==> config.mk <==
export PLATFORM = sky130hd
export DESIGN_NAME = tag_ram_ctrl
export DESIGN_NICKNAME = d
export VERILOG_FILES = /design/src/rtl/msi_pkg.sv /design/src/rtl/tag_ram_ctrl_nxt.sv /design/src/rtl/tag_ram_ctrl.sv
export SDC_FILE = /design/constraint.sdc
export NUM_CORES = 1
export LEC_CHECK = 0
export ABC_AREA = 1
export CAP_MARGIN = 5
export CORE_MARGIN = 2
export CORE_UTILIZATION = 40
export CTS_CLUSTER_SIZE = 14
export DETAILED_ROUTE_END_ITERATION = 6
export PLACE_DENSITY = 0.78
export REMOVE_ABC_BUFFERS = 1
export SLEW_MARGIN = 30
export SYNTH_ARGS = -nofsm -noshare
export SYNTH_HDL_FRONTEND = slang
export SYNTH_HIERARCHICAL = 1
export SYNTH_SLANG_ARGS = --single-unit
==> constraint.sdc <==
create_clock -name clock -period 2.8 [get_ports clock]
set_input_delay 0.42 -clock clock [delete_from_list [all_inputs] [get_ports clock]]
set_output_delay 0.42 -clock clock [all_outputs]
set_load 0.1 [all_outputs]
==> src/rtl/msi_pkg.sv <==
// Shared encodings for the MSI tag RAM sequencer: line states, snoop ops,
// controller FSM states and arbitration grant owner.
package msi_pkg;

  localparam logic [1:0] ST_I = 2'b00;
  localparam logic [1:0] ST_S = 2'b01;
  localparam logic [1:0] ST_M = 2'b10;

  typedef enum logic {
    SNP_BUSRD  = 1'b0,
    SNP_BUSRDX = 1'b1
  } snp_op_e;

  typedef enum logic [1:0] {
    IDLE = 2'b00,
    RD   = 2'b01,
    CMP  = 2'b10,
    WR   = 2'b11
  } fsm_e;

  typedef enum logic {
    GNT_CPU = 1'b0,
    GNT_SNP = 1'b1
  } grant_e;

endpackage

==> src/rtl/tag_ram_ctrl_nxt.sv <==
// Combinational tag compare and MSI downgrade logic for one RAM word.
// Reserved state 11 never hits, so it behaves exactly like I.
module tag_ram_ctrl_nxt
  import msi_pkg::*;
#(
  parameter int TWIDTH = 9
) (
  input  logic [TWIDTH+1:0] dout_i,
  input  logic [TWIDTH-1:0] tag_i,
  input  logic              op_i,
  output logic              hit_o,
  output logic              flush_o,
  output logic              wr_o,
  output logic [1:0]        rd_state_o,
  output logic [TWIDTH+1:0] new_word_o
);

  logic [1:0]        curSt;
  logic [TWIDTH-1:0] curTag;
  logic [1:0]        newSt;

  assign curSt  = dout_i[1:0];
  assign curTag = dout_i[TWIDTH+1:2];

  always_comb begin
    hit_o = (curTag == tag_i) && ((curSt == ST_S) || (curSt == ST_M));
    flush_o = hit_o && (curSt == ST_M);
    rd_state_o = hit_o ? curSt : ST_I;
    newSt = curSt;
    // BusRdX invalidates any valid copy; BusRd only demotes a modified line.
    if (hit_o) begin
      if (op_i == SNP_BUSRDX) begin
        newSt = ST_I;
      end else if (curSt == ST_M) begin
        newSt = ST_S;
      end
    end
    wr_o = hit_o && (newSt != curSt);
    new_word_o = {curTag, newSt};
  end

endmodule

==> src/rtl/tag_ram_ctrl.sv <==
// Arbiter and read/compare/write sequencer sharing one single-port tag RAM
// between the CPU requester and the bus-snoop requester.
module tag_ram_ctrl
  import msi_pkg::*;
#(
  parameter int AWIDTH = 3,
  parameter int TWIDTH = 9,
  localparam int DWIDTH = TWIDTH + 2
) (
  input  logic              clock,
  input  logic              reset,
  input  logic              cpu_req,
  input  logic              cpu_wr,
  input  logic [AWIDTH-1:0] cpu_index,
  input  logic [TWIDTH-1:0] cpu_tag,
  input  logic [1:0]        cpu_state,
  output logic              cpu_done,
  output logic              cpu_hit,
  output logic [1:0]        cpu_rd_state,
  input  logic              snp_req,
  input  logic              snp_op,
  input  logic [AWIDTH-1:0] snp_index,
  input  logic [TWIDTH-1:0] snp_tag,
  output logic              snp_done,
  output logic              snp_hit,
  output logic              snp_flush,
  output logic [AWIDTH-1:0] ram_addr,
  output logic [DWIDTH-1:0] ram_din,
  output logic              ram_we,
  input  logic [DWIDTH-1:0] ram_dout,
  output logic              busy
);

  fsm_e              state_q, state_d;
  grant_e            owner_q, owner_d;
  grant_e            last_q, last_d;
  logic [AWIDTH-1:0] idx_q, idx_d;
  logic [TWIDTH-1:0] tag_q, tag_d;
  logic              op_q, op_d;
  logic [DWIDTH-1:0] din_q, din_d;
  logic              cpuHit_q, cpuHit_d;
  logic [1:0]        cpuSt_q, cpuSt_d;
  logic              snpHit_q, snpHit_d;
  logic              snpFlush_q, snpFlush_d;

  logic              nxtHit, nxtFlush, nxtWr;
  logic [1:0]        nxtRdState;
  logic [DWIDTH-1:0] nxtWord;
  logic              cpuCmpDone, snpCmpDone, inWr, snpWins;

  tag_ram_ctrl_nxt #(.TWIDTH(TWIDTH)) u_nxt (
    .dout_i     (ram_dout),
    .tag_i      (tag_q),
    .op_i       (op_q),
    .hit_o      (nxtHit),
    .flush_o    (nxtFlush),
    .wr_o       (nxtWr),
    .rd_state_o (nxtRdState),
    .new_word_o (nxtWord)
  );

  always_ff @(posedge clock) begin
    if (reset) begin
      state_q    <= IDLE;
      owner_q    <= GNT_CPU;
      last_q     <= GNT_CPU;
      idx_q      <= '0;
      tag_q      <= '0;
      op_q       <= 1'b0;
      din_q      <= '0;
      cpuHit_q   <= 1'b0;
      cpuSt_q    <= ST_I;
      snpHit_q   <= 1'b0;
      snpFlush_q <= 1'b0;
    end else begin
      state_q    <= state_d;
      owner_q    <= owner_d;
      last_q     <= last_d;
      idx_q      <= idx_d;
      tag_q      <= tag_d;
      op_q       <= op_d;
      din_q      <= din_d;
      cpuHit_q   <= cpuHit_d;
      cpuSt_q    <= cpuSt_d;
      snpHit_q   <= snpHit_d;
      snpFlush_q <= snpFlush_d;
    end
  end

  // Snoop normally wins a tie; CPU wins only right after a snoop grant.
  assign snpWins = snp_req && !(cpu_req && (last_q == GNT_SNP));

  always_comb begin
    state_d    = state_q;
    owner_d    = owner_q;
    last_d     = last_q;
    idx_d      = idx_q;
    tag_d      = tag_q;
    op_d       = op_q;
    din_d      = din_q;
    cpuHit_d   = cpuHit_q;
    cpuSt_d    = cpuSt_q;
    snpHit_d   = snpHit_q;
    snpFlush_d = snpFlush_q;
    case (state_q)
      IDLE: begin
        if (snpWins) begin
          owner_d = GNT_SNP;
          last_d  = GNT_SNP;
          idx_d   = snp_index;
          tag_d   = snp_tag;
          op_d    = snp_op;
          state_d = RD;
        end else if (cpu_req) begin
          owner_d = GNT_CPU;
          last_d  = GNT_CPU;
          idx_d   = cpu_index;
          tag_d   = cpu_tag;
          if (cpu_wr) begin
            din_d   = {cpu_tag, cpu_state};
            state_d = WR;
          end else begin
            state_d = RD;
          end
        end
      end
      RD: state_d = CMP;
      CMP: begin
        if (owner_q == GNT_CPU) begin
          cpuHit_d = nxtHit;
          cpuSt_d  = nxtRdState;
          state_d  = IDLE;
        end else begin
          snpHit_d   = nxtHit;
          snpFlush_d = nxtFlush;
          if (nxtWr) begin
            din_d   = nxtWord;
            state_d = WR;
          end else begin
            state_d = IDLE;
          end
        end
      end
      WR: state_d = IDLE;
      default: state_d = IDLE;
    endcase
  end

  // Results completing in CMP come straight from the compare; otherwise the
  // registered copy is shown so values only change on a done pulse.
  assign cpuCmpDone = !reset && (state_q == CMP) && (owner_q == GNT_CPU);
  assign snpCmpDone = !reset && (state_q == CMP) && (owner_q == GNT_SNP) && !nxtWr;
  assign inWr       = !reset && (state_q == WR);

  assign cpu_done     = cpuCmpDone || (inWr && (owner_q == GNT_CPU));
  assign snp_done     = snpCmpDone || (inWr && (owner_q == GNT_SNP));
  assign cpu_hit      = cpuCmpDone ? nxtHit : cpuHit_q;
  assign cpu_rd_state = cpuCmpDone ? nxtRdState : cpuSt_q;
  assign snp_hit      = snpCmpDone ? nxtHit : snpHit_q;
  assign snp_flush    = snpCmpDone ? nxtFlush : snpFlush_q;

  assign ram_addr = idx_q;
  assign ram_din  = din_q;
  assign ram_we   = inWr;
  assign busy     = (state_q != IDLE);

endmodule
==> impl_metrics.tcl, run 1 <==
set metrics [dict create \
    sequential_share_of_the_synthesized_area_pct 28.5 \
    io-pin-count 66 \
    final_cells 516 \
    cp_cell_sequence "dlygate4sd2_1 > ha_1 > inv_1 > or2_2 > inv_1 > nor2_1 > nor3_2 > nor2_2 > nor2_1 > nand3_2 > o21ai_1 > buf_4 > buf_12" \
    total_power_w 0.00179 \
    timing_hold_violations_final 0 \
    timing.critical_path.fanout_max 5 \
    worst_r2r_startpoint "tag_q[0]" \
    via_count 2429 \
    synth.cell_area_sq_um 2250 \
    clock_insertion_delay_worst_skew_ns 0.29 \
    core_region_area_sq_um 5470 \
    grt_remaining_overflow 0 \
    cpPeakStageDelay_ns 0.28 \
    total_leakage_power_nw 1.51 \
    synth_top_area_cell "dfxtp_1" \
    num_clock_sinks 32 \
    path_buf_inv 5 \
    floorplan.initialDensity_pct 41.1 \
    drt-vias-per-instance 4.71 \
    n_fill_cell 545 \
    first_global_vias 2263 \
    timing.final.max_slew_violations 0 \
    grt_start_max_net_pins 23 \
    worstHoldPathCells 2 \
    capturing_element_type_of_the_critical_path "primary output" \
    floorplan.die_area_sq_um 6240 \
    die_height_um 79.0 \
    cap_violations 0 \
    ff_latch_area_sq_um 641 \
    yosysUniqueCellTypes 25 \
    crit-reg2reg-capture "ram_din[7]" \
    port_buffers 65 \
    antenna_cells_inserted 0 \
    detail_route.iter0.violations 141 \
    totalWireLength_um 6010 \
    period_share_pct 94.3 \
    fin_clk_skew_ns 0.00353 \
    max_freq_ghz 0.379 \
    detail_route.wl_per_cell_um 11.6 \
    clkTransAtPathRegs_ns 0.06 \
    place.gp.congestion 0.869 \
    post_synth_main_area_contributors "dfxtp_1 (28%), nand2_1 (25%), inv_1 (8.0%)" \
    place_hpwl_um 4610 \
    hp-class "reg2reg" \
    finalSetupViolCount 0 \
    worst_slew_margin_rel_pct 54.9 \
    start_kind "input port" \
    arrival_ns 2.22 \
    post_route_cells_drive_above_1_share_pct 17.3 \
    syn_avg_cell_area_sq_um 5.95 \
    r2r_setup_slack_ns 0.95 \
    grt_first_pass_wirelength_um 9930 \
    cp_top_family "simple AND/OR/NAND/NOR gates" \
    outcome "completed" \
    worstRegToRegCells 16 \
    synth.yosys.warnings 6 \
    hold_path_end "snpHit_q" \
    cts_max_level 2 \
    area_delta_synth_final_pct 38.1 \
    place.detailed.instances 508 \
    synth_largest_type_area_fraction_pct 28.5 \
    ys_ff_latch 32 \
    fin_crit_ns 2.64 \
    grt_setup_unrepaired "no" \
    cts_inserted_buffers 5 \
    drt.antenna.violating_nets 0 \
    placementRows 27 \
    detailedRoute.firstPassIterationCount 4 \
    chipWidth_um 79.0 \
    clock_tree_from_tritoncts "built" \
    clock_path_buffers 2 \
    timing_worst_slew_pin_value_ns 0.675 \
    route.detailed.drc 0 \
    gr-usage-all-layers_pct 19.9 \
    post_cts_hold_buffer_count 0 \
    syn_inst 378 \
    cts_root_buf "clkbuf_8" \
    timing.critical_path.slowest_stage_cell "or2_2" \
    criticalPathCategory "in2out" \
    multiInputGateArea_sq_um 1250 \
    power.ir.vdd_worst_uv 424 \
    timing.hold.worst.start "snpHit_q" \
    finish.net_count 489 \
    power-per-cell-area_nw_per_um2 574 \
    cp_data_required_time_ns 2.38 \
    grt_antenna_before_repair 0 \
]
==> area by class of cell <==
class                           instances  share of cell area, %
Timing Repair Buffer                   83                   27.1
Inverter                               53                   6.40
Multi-Input combinational cell        268                   40.1
Clock buffer                            8                   2.90
Sequential cell                        32                   20.6
Tap cell                               72                   2.90
==> power by group <==
group          switching, W  total (W)  internal (W)
clock network      0.000170   0.000371      0.000200
logic              0.000603   0.000857      0.000254
registers         0.0000438   0.000558      0.000514
==> cell usage in the layout, fill, tap and decap left out, drive strengths merged <==
cell,netlist,routed
a21oi,30,30
buf,24,41
clkbuf,1,8
clkdlybuf4s50,0,39
dfxtp,32,32
dlygate4sd2,0,2
dlymetal6s2s,0,1
ha,3,3
inv,53,53
nand2,153,153
nand3,31,31
nor2,34,34
nor3,3,3
o21ai,9,9
o22ai,3,3
or2,1,1
xor2,1,1
==> sequential cells by signal, indices dropped and copies added (netlist names), 2 cells and up <==
register  flops
cpuSt_q       2
ram_addr      3
ram_din      11
state_q       2
tag_q         9
==> worst reg2reg max path, delay by kind of cell, from the launching register on <==
kind,cells,cell delay [ns]
buffers and inverters,4,0.34
flip-flops,1,0.35
AND/OR/NAND/NOR,12,1.06
==> synthesized netlist by cell type <==
master,count
xor2_1,1
nand3_2,1
o22ai_1,3
a21oi_2,10
a21oi_1,19
or2_2,1
nand3_1,30
nor2_4,3
o21ai_0,9
clkbuf_1,1
nand2_2,4
inv_2,5
nor3_1,3
nor2_2,1
nand2_4,1
a21oi_4,1
buf_6,3
nor2_1,30
buf_4,14
nand2_1,148
buf_1,1
buf_2,6
inv_1,48
dfxtp_1,32
ha_1,3
==> how the worst max path moves through the flow <==
stage / from / endpoint / slack, ns / depth (start not counted)
after global placement: ram_dout[1] / snp_hit / -0.06 / 13
after detailed placement: ram_dout[1] / snp_hit / -0.12 / 15
after CTS: ram_dout[10] / snp_hit / 0.16 / 15
after global routing: ram_dout[4] / snp_hit / 0.003 / 15
final: ram_dout[1] / snp_flush / 0.16 / 13
after floorplan: ram_dout[0] / snp_flush / -1.12 / 10
==> metal layers <==
layer,GRT usage (%),routed length [um]
met5,0,0
met4,8.28,155
met3,5.68,390
met2,34.1,2840
met1,23.4,2630
==> metrics by stage <==
step	setup slack (ns)	setup TNS (ns)	util [%]	hold slack (ns)	area, sq um
2_1_floorplan	-1.12	-6.10	-	0.434	2070
3_3_place_gp	-0.0582	-0.113	54.9	0.450	3010
3_5_place_dp	-0.120	-0.349	54.9	0.458	3010
4_1_cts	0.161	0	56.7	0.465	3110
5_1_grt	0.00333	0	56.8	0.495	3110
6_report	0.160	0	56.8	0.468	3110
==> logic make-up after synthesis <==
group           count (synthesis)  share of synthesized area [%]
simple gates                  222                           41.1
buf+inv                        78                           16.7
compound gates                 42                           11.7
flops                          32                           28.5
fa+ha+maj                       3                           1.67
xor+xnor                        1                          0.389
==> timing repair <==
item	in CTS	in global routing
endpoints found under the setup margin	5	2
resized for setup	7	1
buffers inserted	0	0
pin swaps	3	0
Power figures use the tool's default switching activity.
==> run 2, diff against run 1 <==
--- a/config.mk
+++ b/config.mk
@@ -11,10 +11,9 @@
 export CORE_UTILIZATION = 40
 export CTS_CLUSTER_SIZE = 14
 export DETAILED_ROUTE_END_ITERATION = 6
-export PLACE_DENSITY = 0.78
+export PLACE_DENSITY = 0.82
 export REMOVE_ABC_BUFFERS = 1
 export SLEW_MARGIN = 30
 export SYNTH_ARGS = -nofsm -noshare
 export SYNTH_HDL_FRONTEND = slang
-export SYNTH_HIERARCHICAL = 1
 export SYNTH_SLANG_ARGS = --single-unit
==> impl_metrics.tcl, run 2 <==
set metrics [dict create \
    hp-class "reg2reg" \
    synth-main-ff-cell "dfxtp_1" \
    route.detailed.drc 0 \
    largest_register_ff_count 11 \
    detail_route.iter0.violations 86 \
    cts_inserted_buffers 5 \
    finalSetupViolCount 0 \
    cap_violations 0 \
    timing_hold_violations_final 0 \
    gr-usage-all-layers_pct 21.6 \
    synth.cell_area_sq_um 1840 \
    criticalPathCategory "in2out" \
    io-pin-count 66 \
    via_count 2065 \
    yosysUniqueCellTypes 27 \
    dominant_cell_by_count_in_the_synthesized_netlist "nand2_1" \
    area_delta_synth_final_pct 50.5 \
    synthTopCellsByCount "nand2_1 (89), inv_1 (40), nor2_1 (34)" \
    port_buffers 65 \
    fin_clk_skew_ns 0.00542 \
    cts_root_buf "clkbuf_8" \
    post_synth_main_area_contributors "dfxtp_1 (35%), nand2_1 (18%), inv_1 (8.2%)" \
    post-route-cell-area_sq_um 2770 \
    outcome "completed" \
    n_fill_cell 396 \
    clock_path_buffers 2 \
    drt.antenna.violating_nets 0 \
    final.setup.worst_slack_ns 0.181 \
    max_freq_ghz 0.382 \
    fin_crit_ns 2.62 \
    totalWireLength_um 5160 \
    floorplan.die_area_sq_um 5160 \
    detail_route.wl_per_cell_um 12.3 \
    worst_path_most_repeated_cell "nand2_1" \
    cp_data_required_time_ns 2.38 \
    grt_setup_unrepaired "no" \
    syn_avg_cell_area_sq_um 6.28 \
    async_flop_share_pct 0 \
    timing.critical_path.fanout_max 3 \
    grt_first_pass_wirelength_um 8590 \
    total_leakage_power_nw 1.36 \
    grt_antenna_before_repair 0 \
    sequential_share_of_the_synthesized_area_pct 34.8 \
    chipWidth_um 71.8 \
    synth_top_area_cell "dfxtp_1" \
    placementRows 24 \
    dp_worst_setup_slack_ns -0.118 \
    ys_ff_latch 32 \
    cts_max_level 2 \
    synth_largest_type_area_fraction_pct 34.8 \
    antenna_cells_inserted 0 \
    detailedRoute.firstPassIterationCount 4 \
    clock_insertion_delay_worst_skew_ns 0.29 \
    core_region_area_sq_um 4380 \
    capturing_element_type_of_the_critical_path "primary output" \
    start_kind "input port" \
    syn_inst 293 \
    period_share_pct 93.5 \
    timing.critical_path.slowest_stage_cell "clkdlybuf4s50_1" \
    cp_cell_sequence "clkdlybuf4s50_1 > inv_1 > nand2_1 > nand2_1 > nor2_1 > nand2_1 > nor2_2 > nand2_2 > nor3_2 > nand2_1 > o21ai_0 > buf_12" \
    timing_worst_slew_pin_value_ns 0.428 \
    arrival_ns 2.20 \
    grt_remaining_overflow 0 \
    synth.yosys.warnings 0 \
    power.ir.vdd_worst_uv 298 \
    most-common-layout-cells "nand2_1 (88), clkdlybuf4s50_1 (40), inv_1 (38)" \
    die_height_um 71.8 \
    layout.cells.most_common "nand2_1" \
    cpPeakStageDelay_ns 0.48 \
    synth-edff-count 0 \
    timing.final.max_slew_violations 0 \
    power-per-cell-area_nw_per_um2 602 \
    clkTransAtPathRegs_ns 0.07 \
    place.gp.congestion 0.861 \
    floorplan.initialDensity_pct 42.0 \
    grt_start_max_net_pins 23 \
    place_hpwl_um 3900 \
    drt-vias-per-instance 4.92 \
    place_area_sq_um 2640 \
    clock_tree_from_tritoncts "built" \
    finish.net_count 413 \
    post_route_cells_drive_above_1_share_pct 15.5 \
    num_clock_sinks 32 \
    worst_slew_margin_rel_pct 71.2 \
    first_global_vias 2073 \
]
-- run 2: cell count changes after synthesis, sizes merged, moves of 2 or more --
cell    delta
inv       -11
o22ai      -3
o21ai     +20
nor2       +3
a31oi     +12
nand3     -10
nand4      +2
buf       -19
xnor2      +4
clkbuf     +5
a21oi     -26
nand2     -63
-- run 2: timing repair --
action | 4_1_cts | 5_1_grt
hold buffers | 0 | 0
pin swaps | 1 | 2
gates resized for setup | 4 | 5
setup endpoints to repair | 5 | 6
setup buffers | 0 | 0
-- run 2: critical path: cells and delay by family --
kind	cells	cell delay (ns)
buf+inv	3	0.76
compound gates	1	0.19
simple gates	8	0.81
-- run 2: worst paths after layout --
| kind | startpoint | cells after the start | end | slack (ns) |
|---|---|---|---|---|
| setup / recovery | ram_dout[7] | 12 | cpu_rd_state[1] | 0.18 |
| hold / removal | cpuHit_q | 2 | cpuHit_q | 0.47 |
| setup reg to reg | tag_q[0] | 12 | ram_din[10] | 0.91 |
| hold reg to reg | cpuHit_q | 2 | cpuHit_q | 0.47 |
-- run 2: final cells by class --
type	count	area (sq um)	area share (%)
Multi-Input combinational cell	208	1000	36.1
Clock buffer	6	72.6	2.62
Inverter	42	160	5.78
Timing Repair Buffer	78	796	28.7
Sequential cell	32	641	23.1
Clock inverter	2	35.0	1.26
Tap cell	52	65.1	2.35
-- run 2: metrics by stage --
stage | setup TNS (ns) | hold WS, ns | std cells | util [%] | total power, W
2_1_floorplan | -4.08 | 0.434 | 282 | - | 0.00102
3_3_place_gp | -0.0761 | 0.460 | 412 | 60.3 | 0.00122
3_5_place_dp | -0.343 | 0.467 | 412 | 60.3 | 0.00123
4_1_cts | 0 | 0.476 | 420 | 63.0 | 0.00168
5_1_grt | 0 | 0.501 | 420 | 63.2 | 0.00175
6_report | 0 | 0.472 | 420 | 63.2 | 0.00167
-- run 2: per-layer routing --
metal | GRT usage, % | wire (um) | vias up
met5 | 0 | 0 | -
met4 | 13.6 | 178 | 0
met3 | 5.34 | 300 | 15
met2 | 37.2 | 2470 | 65
met1 | 23.5 | 2210 | 914
li1 | - | - | 1071
-- run 2: power breakdown --
part / internal [W] / switching [W] / leakage, nW
clock: 0.000264 / 0.000180 / 0.0552
sequential: 0.000514 / 0.0000369 / 0.264
combinational: 0.000204 / 0.000468 / 1.04
total: 0.000982 / 0.000685 / 1.36
-- run 2: cells by family after synthesis --
kind of cell | after synthesis | synth area share [%]
buffers and inverters | 53 | 11.6
adder cells (fa/ha/maj) | 3 | 2.04
AO/OA/AOI/OAI | 49 | 14.9
XOR/XNOR | 4 | 1.90
AND/OR/NAND/NOR | 152 | 34.7
flip-flops | 32 | 34.8
==> run 3, diff against run 2 <==
--- a/config.mk
+++ b/config.mk
@@ -9,10 +9,11 @@
 export CAP_MARGIN = 5
 export CORE_MARGIN = 2
 export CORE_UTILIZATION = 40
-export CTS_CLUSTER_SIZE = 14
+export CTS_CLUSTER_SIZE = 10
 export DETAILED_ROUTE_END_ITERATION = 6
 export PLACE_DENSITY = 0.82
 export REMOVE_ABC_BUFFERS = 1
+export SKIP_CTS_REPAIR_TIMING = 1
 export SLEW_MARGIN = 30
 export SYNTH_ARGS = -nofsm -noshare
 export SYNTH_HDL_FRONTEND = slang
==> impl_metrics.tcl, run 3 (same netlist as run 2, synthesis figures left out) <==
set metrics [dict create \
    outcome "completed" \
    timing_worst_slew_pin_value_ns 0.436 \
    layout.cells.most_common "nand2_1" \
    largest_register_ff_count 11 \
    area_delta_synth_final_pct 50.5 \
    drt.antenna.violating_nets 0 \
    power.ir.vdd_worst_uv 298 \
    cap_violations 0 \
    period_share_pct 93.1 \
    grt_setup_unrepaired "no" \
    cts_root_buf "clkbuf_8" \
    die_height_um 71.8 \
    cp_data_required_time_ns 2.38 \
    finish.net_count 413 \
    io-pin-count 66 \
    final.setup.worst_slack_ns 0.193 \
    grt_antenna_before_repair 0 \
    antenna_cells_inserted 0 \
    totalWireLength_um 5130 \
    cts_max_level 2 \
    grt_first_pass_wirelength_um 8520 \
    place_hpwl_um 3900 \
    floorplan.die_area_sq_um 5160 \
    clock_tree_from_tritoncts "built" \
    cts_inserted_buffers 5 \
    total_leakage_power_nw 1.36 \
    finalSetupViolCount 0 \
    floorplan.initialDensity_pct 42.0 \
    max_freq_ghz 0.384 \
    start_kind "input port" \
    hp-class "reg2reg" \
    most-common-layout-cells "nand2_1 (88), clkdlybuf4s50_1 (40), inv_1 (38)" \
    arrival_ns 2.19 \
    dp_worst_setup_slack_ns -0.118 \
    clock_insertion_delay_worst_skew_ns 0.29 \
    worstHoldPathCells 2 \
    route.detailed.drc 0 \
    place.gp.congestion 0.861 \
    timing_hold_violations_final 0 \
    post-route-cell-area_sq_um 2770 \
    finish.utilization_pct 63.2 \
    detail_route.wl_per_cell_um 12.2 \
    port_buffers 65 \
    core_region_area_sq_um 4380 \
    num_clock_sinks 32 \
    detailedRoute.firstPassIterationCount 4 \
    fin_clk_skew_ns 0.00517 \
    worstRegToRegCells 12 \
    timing.critical_path.fanout_max 3 \
    clkTransAtPathRegs_ns 0.07 \
    first_global_vias 2060 \
    detail_route.iter0.violations 76 \
    drt-vias-per-instance 4.89 \
    power-per-cell-area_nw_per_um2 601 \
    timing.final.max_slew_violations 0 \
    criticalPathCategory "in2out" \
    grt_remaining_overflow 0 \
    post_route_cells_drive_above_1_share_pct 15.5 \
    fin_worst_hold_slack_ns 0.471 \
    fin_crit_ns 2.61 \
    capturing_element_type_of_the_critical_path "primary output" \
    place_area_sq_um 2640 \
    worst_slew_margin_rel_pct 70.8 \
    clock_path_buffers 2 \
    grt_start_max_net_pins 23 \
    placementRows 24 \
    via_count 2055 \
    gr-usage-all-layers_pct 21.4 \
    chipWidth_um 71.8 \
]
[run 3: path summary, 6_finish.rpt]
kind / from / to / slack (ns)
min reg2reg: cpuHit_q / cpuHit_q / 0.47
max: ram_dout[7] / cpu_rd_state[1] / 0.19
max reg2reg: tag_q[0] / ram_din[10] / 0.92
min: cpuHit_q / cpuHit_q / 0.47
[run 3: layout make-up]
type	count	area [sq um]
well taps	52	65.1
clock inverters	2	35.0
multi-input cells	208	1000
repair buffers	78	796
flip-flops and latches	32	641
fillers	396	1610
inverters	42	160
clock buffers	6	72.6
[run 3: layer usage]
| metal | vias to the layer above | global-route usage, % | part of all wire (%) |
|---|---|---|---|
| li1 | 1071 | - | - |
| met1 | 903 | 23.4 | 42 |
| met2 | 66 | 36.7 | 48 |
| met3 | 15 | 5.34 | 6.4 |
| met4 | 0 | 13.6 | 3.5 |
| met5 | - | 0 | 0 |
[run 3: through the flow]
stage	power, W	cells	TNS (ns)
floorplan	0.00102	282	-4.08
global placement	0.00122	412	-0.0761
detailed placement	0.00123	412	-0.343
CTS	0.00168	420	-0.374
global route	0.00175	420	0
finish	0.00166	420	0
[run 3: critical path, cell delays in order]
cell and delay, ns:
clkdlybuf4s50_1 0.48, inv_1 0.05, nand2_1 0.05, nand2_1 0.04, nor2_1 0.12, nand2_1 0.08
nor2_2 0.14, nand2_2 0.10, nor3_2 0.18, nand2_1 0.10, o21ai_0 0.18, buf_12 0.23
[run 3: power breakdown]
part / internal (W) / total, W / switching [W]
Combinational: 0.000204 / 0.000671 / 0.000468
Sequential: 0.000514 / 0.000551 / 0.0000369
Clock: 0.000264 / 0.000442 / 0.000178
Total: 0.000982 / 0.00166 / 0.000683
